[config.mk]
export PLATFORM = sky130hd
export DESIGN_NAME = mem_access_ctrl
export DESIGN_NICKNAME = d
export VERILOG_FILES = /design/src/rtl/mem_pkg.sv /design/src/rtl/mem_rd_pipe.sv /design/src/rtl/mem_access_ctrl.sv
export SDC_FILE = /design/constraint.sdc
export NUM_CORES = 1
export LEC_CHECK = 0
export CORE_MARGIN = 10
export CORE_UTILIZATION = 30
export DETAILED_ROUTE_END_ITERATION = 8
export MAX_ROUTING_LAYER = met4
export PLACE_DENSITY = 0.57
export SLEW_MARGIN = 40
export SYNTH_ARGS = -nofsm -noshare
export SYNTH_HDL_FRONTEND = slang
export SYNTH_SLANG_ARGS = --single-unit
export TNS_END_PERCENT = 50
[constraint.sdc]
create_clock -name clock -period 3.2 [get_ports clock]
set_clock_uncertainty 0.1 [all_clocks]
set_input_delay 0.32 -clock clock [delete_from_list [all_inputs] [get_ports clock]]
set_output_delay 0.32 -clock clock [all_outputs]
set_load 0.01 [all_outputs]
[src/rtl/mem_pkg.sv]
// Shared types and constants for the memoria access controller.
// Latency: none (declarations only).
// Backpressure: none (declarations only).
package mem_pkg;

    typedef enum logic [1:0] {
        IDLE     = 2'd0,
        RD_ISSUE = 2'd1,
        RD_DRAIN = 2'd2
    } state_t;

    // Edges between issuing a read address and registering its response.
    localparam int RD_LAT = 2;

    localparam int DEF_DATA_WIDTH = 8;
    localparam int DEF_ADDR_WIDTH = 12;
    localparam int DEF_LEN_WIDTH  = 4;

    typedef struct packed {
        logic vld;
        logic last;
    } rd_stage_t;

endpackage

[src/rtl/mem_rd_pipe.sv]
// Tracks issued read addresses through memoria's read latency and registers the returned byte.
// Latency: RD_LAT edges from the issue edge to resp_valid.
// Backpressure: none; the consumer must take every response.
module mem_rd_pipe
    import mem_pkg::*;
#(
    parameter int DATA_WIDTH = DEF_DATA_WIDTH
) (
    input  logic                  clock,
    input  logic                  reset,
    input  logic                  issue,
    input  logic                  issue_last,
    input  logic [DATA_WIDTH-1:0] mem_saida,
    output logic                  resp_valid,
    output logic                  resp_last,
    output logic [DATA_WIDTH-1:0] resp_rdata,
    output logic                  final_pending
);

    // stage[0] follows the address on read_addr, stage[RD_LAT-1] the byte on saida.
    rd_stage_t stage [RD_LAT];

    always_ff @(posedge clock or posedge reset) begin
        if (reset) begin
            for (int i = 0; i < RD_LAT; i++) begin
                stage[i] <= '0;
            end
            resp_valid <= 1'b0;
            resp_last  <= 1'b0;
            resp_rdata <= '0;
        end else begin
            stage[0] <= '{vld: issue, last: issue & issue_last};
            for (int i = 1; i < RD_LAT; i++) begin
                stage[i] <= stage[i-1];
            end
            resp_valid <= stage[RD_LAT-1].vld;
            resp_last  <= stage[RD_LAT-1].vld & stage[RD_LAT-1].last;
            if (stage[RD_LAT-1].vld) begin
                resp_rdata <= mem_saida;
            end
        end
    end

    assign final_pending = stage[RD_LAT-1].vld & stage[RD_LAT-1].last;

endmodule

[src/rtl/mem_access_ctrl.sv]
// CPU-side controller for memoria: single-byte writes and 1..16 byte burst reads.
// Latency: write lands on the negedge after accept; first read byte 2 clocks after accept, then 1/cycle.
// Backpressure: req_ready low for a whole read burst; responses cannot be stalled.
module mem_access_ctrl
    import mem_pkg::*;
#(
    parameter int DATA_WIDTH = DEF_DATA_WIDTH,
    parameter int ADDR_WIDTH = DEF_ADDR_WIDTH,
    parameter int LEN_WIDTH  = DEF_LEN_WIDTH
) (
    input  logic                  clock,
    input  logic                  reset,
    input  logic                  req_valid,
    output logic                  req_ready,
    input  logic                  req_write,
    input  logic [ADDR_WIDTH-1:0] req_addr,
    input  logic [DATA_WIDTH-1:0] req_wdata,
    input  logic [LEN_WIDTH-1:0]  req_len,
    output logic                  resp_valid,
    output logic [DATA_WIDTH-1:0] resp_rdata,
    output logic                  resp_last,
    output logic [DATA_WIDTH-1:0] mem_data,
    output logic [ADDR_WIDTH-1:0] mem_write_addr,
    output logic                  mem_EscMen,
    output logic [ADDR_WIDTH-1:0] mem_read_addr,
    input  logic [DATA_WIDTH-1:0] mem_saida
);

    state_t               state, state_nxt;
    logic [LEN_WIDTH-1:0] remaining;
    logic                 wr_acc;
    logic                 rd_acc;
    logic                 issue;
    logic                 issue_last;
    logic                 final_pending;

    always_ff @(posedge clock or posedge reset) begin
        if (reset) begin
            state <= IDLE;
        end else begin
            state <= state_nxt;
        end
    end

    always_comb begin
        state_nxt  = state;
        req_ready  = 1'b0;
        wr_acc     = 1'b0;
        rd_acc     = 1'b0;
        issue      = 1'b0;
        issue_last = 1'b0;
        case (state)
            IDLE: begin
                req_ready = 1'b1;
                if (req_valid) begin
                    if (req_write) begin
                        wr_acc = 1'b1;
                    end else begin
                        rd_acc     = 1'b1;
                        issue      = 1'b1;
                        issue_last = (req_len == '0);
                        state_nxt  = (req_len == '0) ? RD_DRAIN : RD_ISSUE;
                    end
                end
            end
            RD_ISSUE: begin
                // remaining counts addresses still to issue after the current one.
                issue      = 1'b1;
                issue_last = (remaining == LEN_WIDTH'(1));
                if (issue_last) begin
                    state_nxt = RD_DRAIN;
                end
            end
            RD_DRAIN: begin
                if (final_pending) begin
                    state_nxt = IDLE;
                end
            end
            default: state_nxt = IDLE;
        endcase
    end

    always_ff @(posedge clock or posedge reset) begin
        if (reset) begin
            mem_EscMen     <= 1'b0;
            mem_write_addr <= '0;
            mem_data       <= '0;
            mem_read_addr  <= '0;
            remaining      <= '0;
        end else begin
            mem_EscMen <= wr_acc;
            if (wr_acc) begin
                mem_write_addr <= req_addr;
                mem_data       <= req_wdata;
            end
            if (rd_acc) begin
                mem_read_addr <= req_addr;
                remaining     <= req_len;
            end else if (state == RD_ISSUE) begin
                mem_read_addr <= mem_read_addr + ADDR_WIDTH'(1);
                remaining     <= remaining - LEN_WIDTH'(1);
            end
        end
    end

    mem_rd_pipe #(
        .DATA_WIDTH(DATA_WIDTH)
    ) u_rd_pipe (
        .clock        (clock),
        .reset        (reset),
        .issue        (issue),
        .issue_last   (issue_last),
        .mem_saida    (mem_saida),
        .resp_valid   (resp_valid),
        .resp_last    (resp_last),
        .resp_rdata   (resp_rdata),
        .final_pending(final_pending)
    );

endmodule

; ---- Yosys cells after proc, flatten, opt, wreduce, memory -nomap -nowiden
; Cells that the tools add are included.
[totals]
input_bits = 36
register_bits = 53
[classes]
n_eq_ne = 7
n_addsub = 2
muxes = 21
bitwise_logic = 2
n_reduce_logical = 4
[ops]
columns = cell, n
row1 = 12-bit 2-to-1 mux, 2
row2 = "12-bit by 1-bit adder with 12-bit output, second input constant", 1
row3 = 2-bit 2-to-1 mux, 5
row4 = 1-bit 2-to-1 mux, 9
row5 = 4-bit 2-to-1 mux, 2
row6 = "2-bit inequality test, second input constant", 4
row7 = 2-bit one-hot mux with 3 select lines, 1
row8 = "4-bit by 1-bit == test with 1-bit output, second input constant", 1
row9 = 4-bit zero test, 1
row10 = 1-bit one-hot mux with 2 select lines, 2
row11 = 4-bit AND reduction, 1
row12 = "4-bit by 1-bit subtractor with 4-bit output, second input constant", 1
row13 = 1-bit bitwise AND, 2
row14 = "2-bit by 1-bit == test with 1-bit output, second input constant", 1
row15 = "2-bit == test, second input constant", 1
row16 = 2-bit zero test, 1
row17 = 2-bit nonzero test, 1

; ---- Longest topological paths before layout
; Gate-level depths: netlist of run 1.
[logic_depth]
word_depth = 5
mapped_depth = 6
mapped_depth_nobuf = 5

; ---- Modules after synthesis
; From an unflattened synthesis of run 1, not the netlist that was laid out.
[unflattened]
cells_unflattened = 182
area_unflattened_um2 = 2306.0
[by_module_without_submodules]
columns = mod, area_each_um2, cells_per_inst, n_inst, seq_area_each_um2
row1 = mem_access_ctrl, 1806.7, 156, 1, 975.9
row2 = mem_rd_pipe, 499.2, 26, 1, 350.3

; ---- Worst setup path after synthesis of run 1
; Ideal clock, no wire load.
[synth_path]
path_kind = reg-to-reg
start = register state[0]
end = register mem_data[0]
required_ns = 2.975
arrival_time_ns = 1.446
setup_slack_ns = 1.529
path_stages_with_launch = 6
period_less_slack_ns = 1.671
n_path_buf = 2
path_cell_list = dfrtp_1 buf_4 nor2_1 and3_1 buf_4 mux2_2
[synth_via]
elab_chain_cells = 2
[synth_rtl]
columns = element, line_no
row1 = "start, declared", mem_access_ctrl.sv:29  ; state_t state, state_nxt;
row2 = "start signal, assigned", mem_access_ctrl.sv:41  ; state <= state_nxt;
row3 = 2-bit zero test, mem_access_ctrl.sv:52  ; case (state)
row4 = 1-bit 2-to-1 mux, mem_access_ctrl.sv:52
row5 = "end signal, assigned", mem_access_ctrl.sv:94  ; mem_data <= req_wdata;
row6 = "end, declared", mem_access_ctrl.sv:22  ; output logic [DATA_WIDTH-1:0] mem_data,
; No other way between the ends.
; A chain may end at the register's enable or synchronous reset.

; ---- Worst setup path after layout of run 1
[layout_path]
start = register state[1]
end = output req_ready
[layout_via]
elab_chain_cells = 2
[layout_rtl]
columns = element, line_no
row1 = 2-bit zero test, mem_access_ctrl.sv:52
row2 = 1-bit 2-to-1 mux, mem_access_ctrl.sv:52
row3 = "end, declared", mem_access_ctrl.sv:14  ; output logic req_ready,
; No other way between the ends.

==> flow_metrics.env, run 1 <==
export IMPL_wl_met2_mm=2.47
export IMPL_setup_tns_ns=0
export IMPL_cap_violations=0
export IMPL_routed_wl_mm=5.89
export IMPL_drtAntennaViolNets=0
export IMPL_async_flop_share_pct=100
export IMPL_grt_pass1_wl_mm=9.80
export IMPL_syn_inst=183
export IMPL_yosysUniqueCellTypes=34
export IMPL_wl_met3_um=386
export IMPL_core_area_sq_um=7290
export IMPL_highest_layer="met4"
export IMPL_cts_max_path_buffers=2
export IMPL_cts_resized_gates=0
export IMPL_critPathArrivalTime_ns=1.59
export IMPL_dp_cells=357
export IMPL_cts_tree="done"
export IMPL_cts_sinks=53
export IMPL_grt_pass1_vias=1836
export IMPL_gp_congestion=0.735
export IMPL_startpoint_type="register"
export IMPL_synth_enable_flop_cells=0
export IMPL_hold_path_class="in -> async"
export IMPL_synth_warnings=0
export IMPL_fp_dieW_um=107
export IMPL_grt_overflow_total=0
export IMPL_finalCriticalPeriod_ns=2.01
export IMPL_slowest_delay_ns=0.60
export IMPL_drc=0
export IMPL_first_iter_violations=89
export IMPL_leakagePower_uw=0.00136
export IMPL_antennaDiodeCount=0
export IMPL_worst_setup_path_type="reg -> out"
export IMPL_cts_root_buf="clkbuf_8"
export IMPL_peakVddDrop_uv=351
export IMPL_status="completed"
export IMPL_worstPathRequired_ns=2.78
export IMPL_grt_start_max_net_pins=22
export IMPL_dr_pass1_iters=4
export IMPL_drive_above_1_share_pct=16.2
export IMPL_clkLatencyLatePin_ns=0.31
export IMPL_rsz0062_at_grt="false"
export IMPL_cp_end_kind="output pin"
export IMPL_dieArea_sq_um=11400
export IMPL_io_buffer_count=79
export IMPL_post_cts_setup_buffers=0
export IMPL_hold_viol=0
export IMPL_start_util_pct=31.0
export IMPL_slew_headroom_pct=53.2
export IMPL_antenna_found_initial=0
export IMPL_cts_buffers=5
export IMPL_clk_pin_slew_ns=0.10
export IMPL_die_y_um=107
export IMPL_path_cells="nor2_1, clkdlybuf4s50_1"
export IMPL_avgSynthCellArea_sq_um=12.4
export IMPL_yosys_most_used_dff="dfrtp_1"
export IMPL_synth_top_family_by_area="multiplexers"
export IMPL_synth_cell_area_sq_um=2260
export IMPL_slowest_stage="clkdlybuf4s50_1"
export IMPL_setup_viol=0
export IMPL_fin_cells=365
export IMPL_cp_max_fo=7
export IMPL_worst_pin_slew_ns=0.701
export IMPL_power_density_nw_per_um2=937
export IMPL_synthMuxAreaShare_pct=13.9
export IMPL_ios=80
export IMPL_fmax_mhz=498
export IMPL_cts_hold_buf=0
export IMPL_vias=1712
export IMPL_yosys_area_share_simple_pct=12.7
export IMPL_area_growth_pct=45.0
export IMPL_avgRoutedWirePerCell_um=16.1
export IMPL_nets=304
export IMPL_worst_path_buf_inv=1
export IMPL_ys_seq_area_share_pct=58.6
export IMPL_final_cell_mix="clkdlybuf4s50_1 (79), dfrtp_1 (53), mux2_2 (28), nand2_1 (18), o21ai_0 (10)"
export IMPL_wl_met1_mm=2.98
export IMPL_htreeDepth=2
export IMPL_synth_compound_area_share_pct=9.07
export IMPL_hpwl_mm=4.54
export IMPL_slew_viol_final=0
export IMPL_via_per_inst=4.69
export IMPL_track_usage_pct=10.7
export IMPL_ys_ff_latch=53
export IMPL_cpLargestDelayFamily="buffers and inverters"
export IMPL_synth_adder_area_share_pct=1.66
export IMPL_rows=31
export IMPL_min_period_over_period_pct=62.7
export IMPL_syn_num_nets=222
export IMPL_synth_xor_area_share_pct=1.16
export IMPL_final_common_cell="clkdlybuf4s50_1"
-- routing by layer --
metal  vias to the layer above  GRT usage [%]
li1                        816              -
met1                       829           14.2
met2                        61           15.1
met3                         6           3.83
met4                         0           2.71
met5                         -              -
-- Yosys cell counts, types with 2 or more instances --
library cell  number  area share (%)
a21o_1             3            0.99
a21oi_1            3            0.66
a22oi_1            4             1.3
a32oi_1            2            0.77
and2_1             3            0.83
and3_1             2            0.55
and4_1             2            0.77
buf_4              4             1.3
clkbuf_1           3            0.50
dfrtp_1           53              59
ha_1               3             1.7
inv_1              5            0.83
mux2_2            28              14
nand2_1           18             3.0
nand3_1            5             1.1
nand4_1            5             1.4
nor2_1             8             1.3
o211ai_1           5             1.7
o21ai_0           10             2.2
xor2_1             3             1.2
-- state kept, by name, indices dropped and copies added (netlist names) --
register	flops
mem_write_addr	12
state	2
u_rd_pipe.resp_rdata	8
u_rd_pipe.resp_last	1
u_rd_pipe.stage	4
remaining	4
mem_EscMen	1
u_rd_pipe.resp_valid	1
mem_read_addr	12
mem_data	8
-- worst paths after layout --
path	start	end	slack [ns]	depth (start not counted)
hold reg to reg	u_rd_pipe.stage[3]	u_rd_pipe.stage[1]	0.25	0
max in group asynchronous	reset	state[1]	2.21	3
setup / recovery	state[1]	req_ready	1.19	2
setup reg to reg	state[0]	mem_read_addr[7]	1.34	4
min in group clock	u_rd_pipe.stage[3]	u_rd_pipe.stage[1]	0.25	0
hold / removal	reset	mem_read_addr[9]	0.21	2
-- metrics by stage --
stage | instance area, sq um | hold WS [ns] | util, % | power, uW | worst slack [ns]
final | 3280 | 0.206 | 45.0 | 3070 | 1.19
after global routing | 3280 | 0.251 | 45.0 | 3300 | 1.07
after CTS | 3280 | 0.224 | 45.0 | 3130 | 1.18
after detailed placement | 3160 | 0.235 | 43.4 | 2640 | 1.23
after global placement | 3160 | 0.232 | 43.4 | 2620 | 1.27
after floorplan | 2260 | 0.231 | - | 1880 | 1.49
-- logic make-up (layout without fill, tap and decap cells) --
logic type | Yosys count | in the layout
AOI/OAI and AO/OA | 31 | 31
muxes | 28 | 28
buffers and inverters | 13 | 96
DFF | 53 | 53
and+or+nand+nor | 52 | 52
adders and majority gates | 3 | 3
xor gates and xnor gates | 3 | 3
-- worst reg2reg max path, delay by kind of cell, from the launching register on --
| family | cells | cell delay [ns] |
|---|---|---|
| AOI/OAI and AO/OA | 2 | 0.35 |
| DFF | 1 | 0.51 |
| and+or+nand+nor | 2 | 0.80 |
-- power breakdown --
part           switching, uW  internal, uW  total [uW]
clock                    218           254         473
combinational            559           802        1360
sequential               258           983        1240
-- layout make-up --
| type | count | area [sq um] |
|---|---|---|
| multi-input combinational | 117 | 872 |
| sequential | 53 | 1330 |
| timing repair buffer | 83 | 821 |
| clock buffer | 6 | 82.6 |
| inverter | 5 | 18.8 |
| fill | 714 | 4010 |
| tap | 99 | 124 |
| clock inverter | 2 | 37.5 |
No activity file was read; power rests on OpenSTA's default activity.
==> run 2, diff against run 1 <==
==> constraint.sdc (replaced) <==
create_clock -name clock -period 1.9 [get_ports clock]
set_clock_uncertainty 0.1 [all_clocks]
set_input_delay 0.19 -clock clock [delete_from_list [all_inputs] [get_ports clock]]
set_output_delay 0.19 -clock clock [all_outputs]
set_load 0.01 [all_outputs]
==> run 2 against run 1 <==
Compared with the run above:
- hold slack worse by 0.043 ns
- largest cell class unchanged
- count of clock-buffer cells in the layout increased by 1
- first-iteration DRC count is 9.0% lower
- routed wire length fell by 1.5%
==> flow_metrics.env, run 2 (synthesis results as in run 1) <==
export IMPL_dieArea_sq_um=11400
export IMPL_grt_overflow_total=0
export IMPL_path_cells="clkdlybuf4s50_1"
export IMPL_clkLatencyLatePin_ns=0.30
export IMPL_finalCriticalPeriod_ns=1.68
export IMPL_slowest_stage="clkdlybuf4s50_1"
export IMPL_dp_cells=358
export IMPL_min_period_over_period_pct=88.6
export IMPL_switching_share_pct=34.3
export IMPL_avgRoutedWirePerCell_um=15.9
export IMPL_dr_pass1_iters=4
export IMPL_status="completed"
export IMPL_worstPathRequired_ns=1.61
export IMPL_core_area_sq_um=7290
export IMPL_vias=1691
export IMPL_nets=305
export IMPL_fp_dieW_um=107
export IMPL_hold_path_class="in -> async"
export IMPL_leakagePower_uw=0.00137
export IMPL_peakVddDrop_uv=625
export IMPL_largestRegisters="mem_read_addr: 12 flops, mem_write_addr: 12 flops"
export IMPL_wl_met1_mm=3.04
export IMPL_first_iter_violations=81
export IMPL_grt_start_max_net_pins=54
export IMPL_htreeDepth=2
export IMPL_fmax_mhz=594
export IMPL_grt_pass1_vias=1783
export IMPL_wl_met3_um=337
export IMPL_netSwitchingPower_uw=1720
export IMPL_intPower_uw=3290
export IMPL_grt_pass1_wl_mm=9.42
export IMPL_combPwrFrac_pct=46.1
export IMPL_drc=0
export IMPL_final_common_cell="clkdlybuf4s50_1"
export IMPL_cts_root_buf="clkbuf_8"
export IMPL_worst_setup_path_type="reg -> out"
export IMPL_cts_buffers=5
export IMPL_fin_cells=366
export IMPL_final_cell_mix="clkdlybuf4s50_1 (78), dfrtp_1 (53), mux2_2 (28), nand2_1 (18), o21ai_0 (10)"
export IMPL_antenna_found_initial=0
export IMPL_io_buffer_count=79
export IMPL_drive_above_1_share_pct=15.7
export IMPL_die_y_um=107
export IMPL_r2r_start="state[1]"
export IMPL_setup_viol=0
export IMPL_setup_tns_ns=0
export IMPL_start_util_pct=31.0
export IMPL_hold_viol=0
export IMPL_cts_hold_buf=0
export IMPL_hpwl_mm=4.36
export IMPL_cts_sinks=53
export IMPL_power_frac_seq_pct=41.6
export IMPL_cpLargestDelayFamily="buffers and inverters"
export IMPL_startpoint_type="register"
export IMPL_track_usage_pct=10.4
export IMPL_routed_wl_mm=5.80
export IMPL_drtAntennaViolNets=0
export IMPL_critPathArrivalTime_ns=1.39
export IMPL_cp_end_kind="output pin"
export IMPL_rsz0062_at_grt="false"
export IMPL_gp_congestion=0.764
export IMPL_rows=31
export IMPL_cts_max_path_buffers=2
export IMPL_worst_pin_slew_ns=0.435
export IMPL_cp_max_fo=7
export IMPL_ios=80
export IMPL_slew_headroom_pct=71.0
export IMPL_slew_viol_final=0
export IMPL_slowest_delay_ns=0.61
export IMPL_cap_violations=0
export IMPL_power_density_nw_per_um2=1530
export IMPL_wl_met2_mm=2.38
export IMPL_highest_layer="met4"
export IMPL_clock_power_share_pct=12.3
export IMPL_via_per_inst=4.62
export IMPL_area_growth_pct=44.9
export IMPL_worst_path_buf_inv=1
export IMPL_antennaDiodeCount=0
export IMPL_clk_pin_slew_ns=0.09
export IMPL_cts_tree="done"
export IMPL_critPathLaunch="mem_read_addr[0]"
==> run 2: cell count changes in the layout (fill, tap and decap cells not counted) <==
| cell | delta |
|---|---|
| buf_12 | +2 |
| clkbuf_8 | -1 |
| clkbuf_1 | +2 |
| bufinv_16 | -1 |
| buf_4 | -1 |
| clkdlybuf4s50_1 | -1 |
| dlymetal6s2s_1 | +1 |
==> run 2: cell type report <==
cell class	instances	area, sq um
clock buffers	7	76.3
clock inverters	1	7.51
fillers	710	4010
inverters	5	18.8
multi-input cells	117	872
flip-flops and latches	53	1330
well taps	99	124
repair buffers	84	856
==> run 2: routing by layer <==
| layer | track usage (%) | vias up |
|---|---|---|
| met4 | 2.61 | 0 |
| li1 | - | 820 |
| met2 | 14.5 | 61 |
| met3 | 3.71 | 6 |
| met5 | - | - |
| met1 | 14.0 | 804 |
==> run 2: power groups by stage <==
| stage | clock (uW) | combinational [uW] | sequential [uW] |
|---|---|---|---|
| finish | 616 | 2310 | 2090 |
| global route | 700 | 2540 | 2170 |
| CTS | 650 | 2380 | 2090 |
| detailed placement | 0 | 2370 | 2110 |
| global placement | 0 | 2350 | 2100 |
| floorplan | 0 | 964 | 2210 |
==> run 2: metrics by stage <==
stage | cell area (sq um) | util [%] | setup WS [ns] | power [uW] | hold slack [ns]
2_1_floorplan | 2260 | - | 0.229 | 3170 | 0.206
4_1_cts | 3280 | 45.0 | 0.00578 | 5130 | 0.164
3_3_place_gp | 3190 | 43.8 | 0.163 | 4450 | 0.234
5_1_grt | 3280 | 45.0 | 0.150 | 5420 | 0.166
3_5_place_dp | 3190 | 43.8 | 0.144 | 4480 | 0.235
6_report | 3280 | 45.0 | 0.216 | 5020 | 0.163
==> run 2: path summary, 6_finish.rpt <==
path / slack, ns / to / depth (start not counted)
max in group asynchronous: 1.31 / mem_write_addr[0] / 3
setup / recovery: 0.22 / mem_read_addr[0] / 1
hold reg to reg: 0.25 / u_rd_pipe.stage[0] / 0
min in group clock: 0.25 / u_rd_pipe.stage[0] / 0
setup reg to reg: 0.27 / mem_write_addr[1] / 4
hold / removal: 0.16 / u_rd_pipe.resp_rdata[7] / 3
==> run 2: repair_timing <==
action	in CTS	in global routing
resized for setup	0	1
setup endpoints to repair	0	1
buffers inserted	0	0
